==> src/rtl/uart_cmd_pkg.sv <==
// Shared types, character constants and hex helpers for the UART command parser.
package uart_cmd_pkg;

    typedef enum logic [2:0] {
        IDLE,
        ADDR,
        LEN,
        ERR,
        ISSUE
    } state_t;

    localparam logic [7:0] CH_CR   = 8'h0D;
    localparam logic [7:0] CH_LF   = 8'h0A;
    localparam logic [7:0] CH_R_UP = 8'h52;
    localparam logic [7:0] CH_R_LO = 8'h72;
    localparam logic [7:0] CH_QM   = 8'h3F;

    function automatic logic is_hex(input logic [7:0] b);
        return (b >= 8'h30 && b <= 8'h39) ||
               (b >= 8'h41 && b <= 8'h46) ||
               (b >= 8'h61 && b <= 8'h66);
    endfunction

    // Letters A-F and a-f share the low nibble 1..6, so adding 9 gives 10..15.
    function automatic logic [3:0] hex_val(input logic [7:0] b);
        if (b <= 8'h39) begin
            return b[3:0];
        end
        return b[3:0] + 4'd9;
    endfunction

endpackage

==> src/rtl/uart_echo_queue.sv <==
// Two-entry echo FIFO with uart_tx strobe generation; every CR sent is followed by an LF.
module uart_echo_queue
    import uart_cmd_pkg::*;
(
    input  logic       clk,
    input  logic       rst,
    input  logic       push_a,
    input  logic [7:0] data_a,
    input  logic       push_b,
    input  logic [7:0] data_b,
    input  logic       echo_ready,
    output logic [7:0] echo_data,
    output logic       echo_write,
    output logic       empty
);

    logic [7:0] mem [2];
    logic [1:0] count;
    logic       rd_ptr;
    logic       wr_ptr;
    logic       lf_pend;
    logic [7:0] head;
    logic       fire;
    logic       pop;

    assign head  = lf_pend ? CH_LF : mem[rd_ptr];
    // Leave one idle cycle after each strobe so a late-falling echo_ready is not double-written.
    assign fire  = echo_ready && !echo_write && (lf_pend || count != 2'd0);
    assign pop   = fire && !lf_pend;
    assign empty = (count == 2'd0) && !lf_pend && !echo_write;

    always_ff @(posedge clk) begin
        if (rst) begin
            count      <= 2'd0;
            rd_ptr     <= 1'b0;
            wr_ptr     <= 1'b0;
            lf_pend    <= 1'b0;
            echo_write <= 1'b0;
            echo_data  <= 8'h00;
        end else begin
            echo_write <= fire;
            if (fire) begin
                echo_data <= head;
                if (lf_pend) begin
                    lf_pend <= 1'b0;
                end else begin
                    rd_ptr  <= ~rd_ptr;
                    lf_pend <= (mem[rd_ptr] == CH_CR);
                end
            end
            if (push_a) begin
                mem[wr_ptr] <= data_a;
            end
            if (push_b) begin
                mem[~wr_ptr] <= data_b;
            end
            wr_ptr <= wr_ptr ^ push_a ^ push_b;
            count  <= count + {1'b0, push_a} + {1'b0, push_b} - {1'b0, pop};
        end
    end

endmodule

==> src/rtl/uart_hex_cmd_parser.sv <==
// Parses "R" + 6 hex address digits + optional 1-2 hex length digits + CR into {addr, len} commands.
// Define UART_CMD_ECHO_EN to echo consumed bytes back to uart_tx through uart_echo_queue.
module uart_hex_cmd_parser
    import uart_cmd_pkg::*;
#(
    parameter logic [7:0] DEFAULT_LEN = 8'd16,
    parameter int         ADDR_W      = 24
) (
    input  logic              clk,
    input  logic              rst,
    input  logic [7:0]        rx_data,
    input  logic              rx_valid,
    output logic              rx_read,
    output logic              cmd_valid,
    output logic [ADDR_W-1:0] cmd_addr,
    output logic [7:0]        cmd_len,
    input  logic              cmd_ready,
    output logic              cmd_err,
    output logic [7:0]        echo_data,
    output logic              echo_write,
    input  logic              echo_ready
);

    localparam int DIGITS = ADDR_W / 4;
    localparam int ACW    = $clog2(DIGITS + 1);
    localparam logic [ACW-1:0] LAST_DIGIT = ACW'(DIGITS - 1);

    state_t            state;
    state_t            state_n;
    logic [ADDR_W-1:0] addr_n;
    logic [7:0]        len_n;
    logic [ACW-1:0]    addr_cnt;
    logic [ACW-1:0]    addr_cnt_n;
    logic [1:0]        len_cnt;
    logic [1:0]        len_cnt_n;
    logic              err_n;
    logic              rd_q;
    logic              take;
    logic              echo_ok;
    logic              push_a;
    logic              push_b;
    logic [7:0]        data_a;
    logic [7:0]        data_b;

    // uart_rx drops rx_valid one cycle after rx_read, so never read on back-to-back cycles.
    assign take      = rx_valid && (state != ISSUE) && !rd_q && echo_ok && !rst;
    assign rx_read   = take;
    assign cmd_valid = (state == ISSUE);

`ifdef UART_CMD_ECHO_EN
    logic q_empty;

    uart_echo_queue u_echo (
        .clk        (clk),
        .rst        (rst),
        .push_a     (push_a),
        .data_a     (data_a),
        .push_b     (push_b),
        .data_b     (data_b),
        .echo_ready (echo_ready),
        .echo_data  (echo_data),
        .echo_write (echo_write),
        .empty      (q_empty)
    );

    assign echo_ok = echo_ready && q_empty;
`else
    logic [18:0] unused_echo;

    assign unused_echo = {echo_ready, push_a, push_b, data_a, data_b};
    assign echo_ok     = 1'b1;
    assign echo_write  = 1'b0;
    assign echo_data   = 8'h00;
`endif

    always_ff @(posedge clk) begin
        if (rst) begin
            state    <= IDLE;
            cmd_addr <= '0;
            cmd_len  <= 8'h00;
            addr_cnt <= '0;
            len_cnt  <= 2'd0;
            cmd_err  <= 1'b0;
            rd_q     <= 1'b0;
        end else begin
            state    <= state_n;
            cmd_addr <= addr_n;
            cmd_len  <= len_n;
            addr_cnt <= addr_cnt_n;
            len_cnt  <= len_cnt_n;
            cmd_err  <= err_n;
            rd_q     <= take;
        end
    end

    // A line rejected at its CR echoes "?" + CR; the queue appends the LF.
    always_comb begin
        state_n    = state;
        addr_n     = cmd_addr;
        len_n      = cmd_len;
        addr_cnt_n = addr_cnt;
        len_cnt_n  = len_cnt;
        err_n      = 1'b0;
        push_a     = take;
        push_b     = 1'b0;
        data_a     = rx_data;
        data_b     = CH_CR;
        if (take) begin
            case (state)
                IDLE: begin
                    if (rx_data == CH_R_UP || rx_data == CH_R_LO) begin
                        state_n    = ADDR;
                        addr_n     = '0;
                        addr_cnt_n = '0;
                    end else if (rx_data != CH_CR && rx_data != CH_LF) begin
                        state_n = ERR;
                        err_n   = 1'b1;
                    end
                end
                ADDR: begin
                    if (is_hex(rx_data)) begin
                        addr_n = {cmd_addr[ADDR_W-5:0], hex_val(rx_data)};
                        if (addr_cnt == LAST_DIGIT) begin
                            state_n   = LEN;
                            len_n     = 8'h00;
                            len_cnt_n = 2'd0;
                        end else begin
                            addr_cnt_n = addr_cnt + 1'b1;
                        end
                    end else if (rx_data == CH_CR) begin
                        state_n = IDLE;
                        err_n   = 1'b1;
                        data_a  = CH_QM;
                        push_b  = 1'b1;
                    end else begin
                        state_n = ERR;
                        err_n   = 1'b1;
                    end
                end
                LEN: begin
                    if (is_hex(rx_data)) begin
                        if (len_cnt == 2'd2) begin
                            state_n = ERR;
                            err_n   = 1'b1;
                        end else begin
                            len_n     = {cmd_len[3:0], hex_val(rx_data)};
                            len_cnt_n = len_cnt + 1'b1;
                        end
                    end else if (rx_data == CH_CR) begin
                        if (len_cnt == 2'd0) begin
                            state_n = ISSUE;
                            len_n   = DEFAULT_LEN;
                        end else if (cmd_len != 8'h00) begin
                            state_n = ISSUE;
                        end else begin
                            state_n = IDLE;
                            err_n   = 1'b1;
                            data_a  = CH_QM;
                            push_b  = 1'b1;
                        end
                    end else begin
                        state_n = ERR;
                        err_n   = 1'b1;
                    end
                end
                ERR: begin
                    if (rx_data == CH_CR) begin
                        state_n = IDLE;
                        data_a  = CH_QM;
                        push_b  = 1'b1;
                    end
                end
                default: begin
                end
            endcase
        end else if (state == ISSUE && cmd_ready) begin
            state_n = IDLE;
        end
    end

endmodule

==> config.mk <==
export PLATFORM = sky130hd
export DESIGN_NAME = uart_hex_cmd_parser
export DESIGN_NICKNAME = d
export VERILOG_FILES = /design/src/rtl/uart_cmd_pkg.sv /design/src/rtl/uart_echo_queue.sv /design/src/rtl/uart_hex_cmd_parser.sv
export SDC_FILE = /design/constraint.sdc
export NUM_CORES = 1
export LEC_CHECK = 0
export BUFFER_PORTS_ARGS = -buffer_cell sky130_fd_sc_hd__buf_4
export CAP_MARGIN = 20
export CORE_MARGIN = 5
export CORE_UTILIZATION = 54
export DETAILED_ROUTE_END_ITERATION = 10
export PLACE_DENSITY_LB_ADDON = 0.12
export SLEW_MARGIN = 20
export SYNTH_ARGS = -nofsm -noshare
export SYNTH_HDL_FRONTEND = slang
export SYNTH_SLANG_ARGS = --single-unit
==> constraint.sdc <==
create_clock -name clk -period 2.5 [get_ports clk]
set_clock_uncertainty 0.1 [all_clocks]
set_input_delay 0.125 -clock clk [delete_from_list [all_inputs] [get_ports clk]]
set_output_delay 0.125 -clock clk [all_outputs]
set_load 0.01 [all_outputs]
==> impl_metrics.json <==
{
  "fin_crit_ns": 2.23,
  "initial_core_util_pct": 55.0,
  "synthMostInstantiatedCell": "dfxtp_1",
  "ys_types": 60,
  "peakVddDrop_v": 0.000279,
  "grt_max_degree": 27,
  "timing.fmax_mhz": 448,
  "clock_path_buffers": 2,
  "sw_frac_of_total_pct": 27.1,
  "rsz0062_at_grt": "false",
  "hold_violations": 0,
  "arrival_ns": 2.36,
  "finalSetupViolations": 0,
  "clkPwrFrac_pct": 34.3,
  "critPathCaptureType": "register",
  "wl_per_cell_um": 15.2,
  "netlist_area_um2": 2560,
  "antenna_left": 0,
  "place_congestion": 0.904,
  "core_um2": 4660,
  "root_buffer": "clkbuf_8",
  "crit_path_start": "state[1]",
  "grt_pass1_vias": 2068,
  "crit_chain": "or3b_2 > o21ai_0 > o31a_1 > a211o_1 > mux2i_1",
  "r2r_slack_ns": 0.27,
  "pre_cts_ws_ns": 0.290,
  "synth_area_leader_cell": "dfxtp_1",
  "dr.pass1.iters": 5,
  "synth_cells": 290,
  "min_from": "cmd_ready",
  "grt_pass1_wl_mm": 10.1,
  "cts_setup_buffers": 0,
  "p_int_mw": 0.976,
  "synth_edf_count": 0,
  "n_antenna_cell": 0,
  "drt_iter0_drc": 234,
  "yosys_register_bits": 42,
  "antenna_found_initial": 0,
  "cts.clk_slew.worst_paths_ns": 0.08,
  "finalCritPeriodShare_pct": 89.3,
  "clk_latency_ns": 0.30,
  "crit_type": "reg2reg",
  "fillCellCount": 408,
  "vias": 2233,
  "crit_path_max_fanout": 12,
  "cts_resized": 0,
  "drt_wl_total_mm": 5.91,
  "crit_buf_inv": 0,
  "drc": 0,
  "cpMaxStageDelayCell": "or3b_2",
  "hpwlAfterDp_mm": 4.26,
  "tritoncts": "done",
  "numCtsBuffers": 5,
  "p_comb_share_pct": 13.7,
  "cts.sinks": 42,
  "power.switching_mw": 0.363,
  "die_w_um": 78.9,
  "avgSynthCellArea_um2": 8.84,
  "setup_tns_ns": 0,
  "grtUsageTotal_pct": 20.0,
  "dp.cells": 380,
  "netlist_top_cells_count": "dfxtp_1, o21ai_1, nand3_2",
  "final_net_count": 354,
  "post-route-util_pct": 65.0,
  "ioPinCount": 57,
  "yosysTopAreaCellShare_pct": 32.8,
  "cp_top_family": "compound AO/OA/AOI/OAI gates",
  "leakage_nw": 1.17,
  "drv_cap": 0,
  "synthTopCellsByArea": "dfxtp_1, nand3_2, a21oi_2",
  "synthFlopType": "dfxtp_1",
  "die-area_um2": 6220,
  "final_layout_size_suffix_gt1_share_pct": 35.0,
  "die_h_um": 78.9,
  "hold_buffers": 0,
  "drv_slew": 0,
  "setup_slack_ns": 0.267,
  "port_buffers": 46,
  "fin_cells": 388,
  "htreeDepth": 2,
  "overflow": 0,
  "syn_to_final_growth_pct": 18.3,
  "hold_class": "in2reg",
  "required_ns": 2.62,
  "yosysSeqAreaShare_pct": 32.8,
  "avgViaCountPerCell": 5.76,
  "powerDensity_nw_per_um2": 441,
  "seqPwrFrac_pct": 52.0,
  "hold_slack_ns": 0.0567,
  "status": "completed",
  "reg2reg_from": "state[1]",
  "core.rowCount": 25,
  "yosysWarnings": 0,
  "synthArstFlopShare_pct": 0,
  "startpoint_type": "register",
  "slowest_delay_ns": 0.55
}
-- final cells by class --
| cell class | instances | area (µm²) | area share, % |
|---|---|---|---|
| well taps | 54 | 67.6 | 2.23 |
| flip-flops and latches | 42 | 841 | 27.7 |
| repair buffers | 58 | 460 | 15.2 |
| multi-input cells | 218 | 1540 | 50.7 |
| clock buffers | 6 | 82.6 | 2.72 |
| inverters | 8 | 30.0 | 0.991 |
| clock inverters | 2 | 12.5 | 0.413 |
-- worst paths after layout --
path | to | cells after the start
hold / removal | state[2] | 4
setup reg to reg | cmd_len[5] | 5
setup / recovery | cmd_len[5] | 5
hold reg to reg | cmd_addr[20] | 2
-- through the flow --
| step | area, µm² | power [mW] |
|---|---|---|
| after CTS | 3030 | 1.35 |
| final | 3030 | 1.34 |
| after global routing | 3030 | 1.41 |
| after global placement | 2940 | 0.890 |
| after detailed placement | 2940 | 0.892 |
| after floorplan | 2590 | 0.845 |
-- flip-flops by register name (all words and copies together), names as in the netlist --
register / count
cmd_addr: 24
rd_q: 1
state: 3
len_cnt: 2
cmd_err: 1
addr_cnt: 3
cmd_len: 8
-- metal layers --
| layer | track usage, % | vias up | wire length, µm |
|---|---|---|---|
| met1 | 27.6 | 1031 | 2780 |
| met4 | 7.39 | 0 | 112 |
| li1 | - | 1117 | - |
| met2 | 31.0 | 73 | 2690 |
| met5 | 0 | - | 0 |
| met3 | 3.97 | 12 | 321 |
-- power groups by stage --
stage	logic, mW	clock network, mW	registers (mW)
final	0.183	0.459	0.696
after global routing	0.203	0.506	0.697
after CTS	0.182	0.472	0.695
after detailed placement	0.181	0	0.711
after global placement	0.179	0	0.711
after floorplan	0.148	0	0.697
-- worst register-to-register path, cell delays in order (launching register included) --
cell	delay (ns)
dfxtp_1	0.54
or3b_2	0.55
o21ai_0	0.17
o31a_1	0.19
a211o_1	0.38
mux2i_1	0.23
-- kinds of logic (layout without fill, tap and decap cells) --
family,count (synthesis),count (layout),share of synthesized area [%]
adders and majority gates,8,8,3.91
and+or+nand+nor,104,104,26.5
DFF,42,42,32.8
muxes,11,11,4.39
xor gates and xnor gates,1,1,0.342
other,1,9,0.146
AOI/OAI and AO/OA,85,85,23.4
buffers and inverters,38,74,8.50
-- layout by cell type (no fill, tap or decap), types with 9 or more instances in the layout --
| master | synthesis | routed |
|---|---|---|
| buf_4 | 10 | 56 |
| dfxtp_1 | 42 | 42 |
| o21ai_1 | 22 | 22 |
| nand3_2 | 20 | 20 |
| a21oi_2 | 19 | 19 |
| nand2_1 | 18 | 18 |
| nand2b_1 | 15 | 15 |
| a21oi_1 | 13 | 13 |
| nor2_1 | 11 | 11 |
| mux2i_1 | 9 | 9 |
| conb_1 | 1 | 9 |
Power figures use the tool's default switching activity.
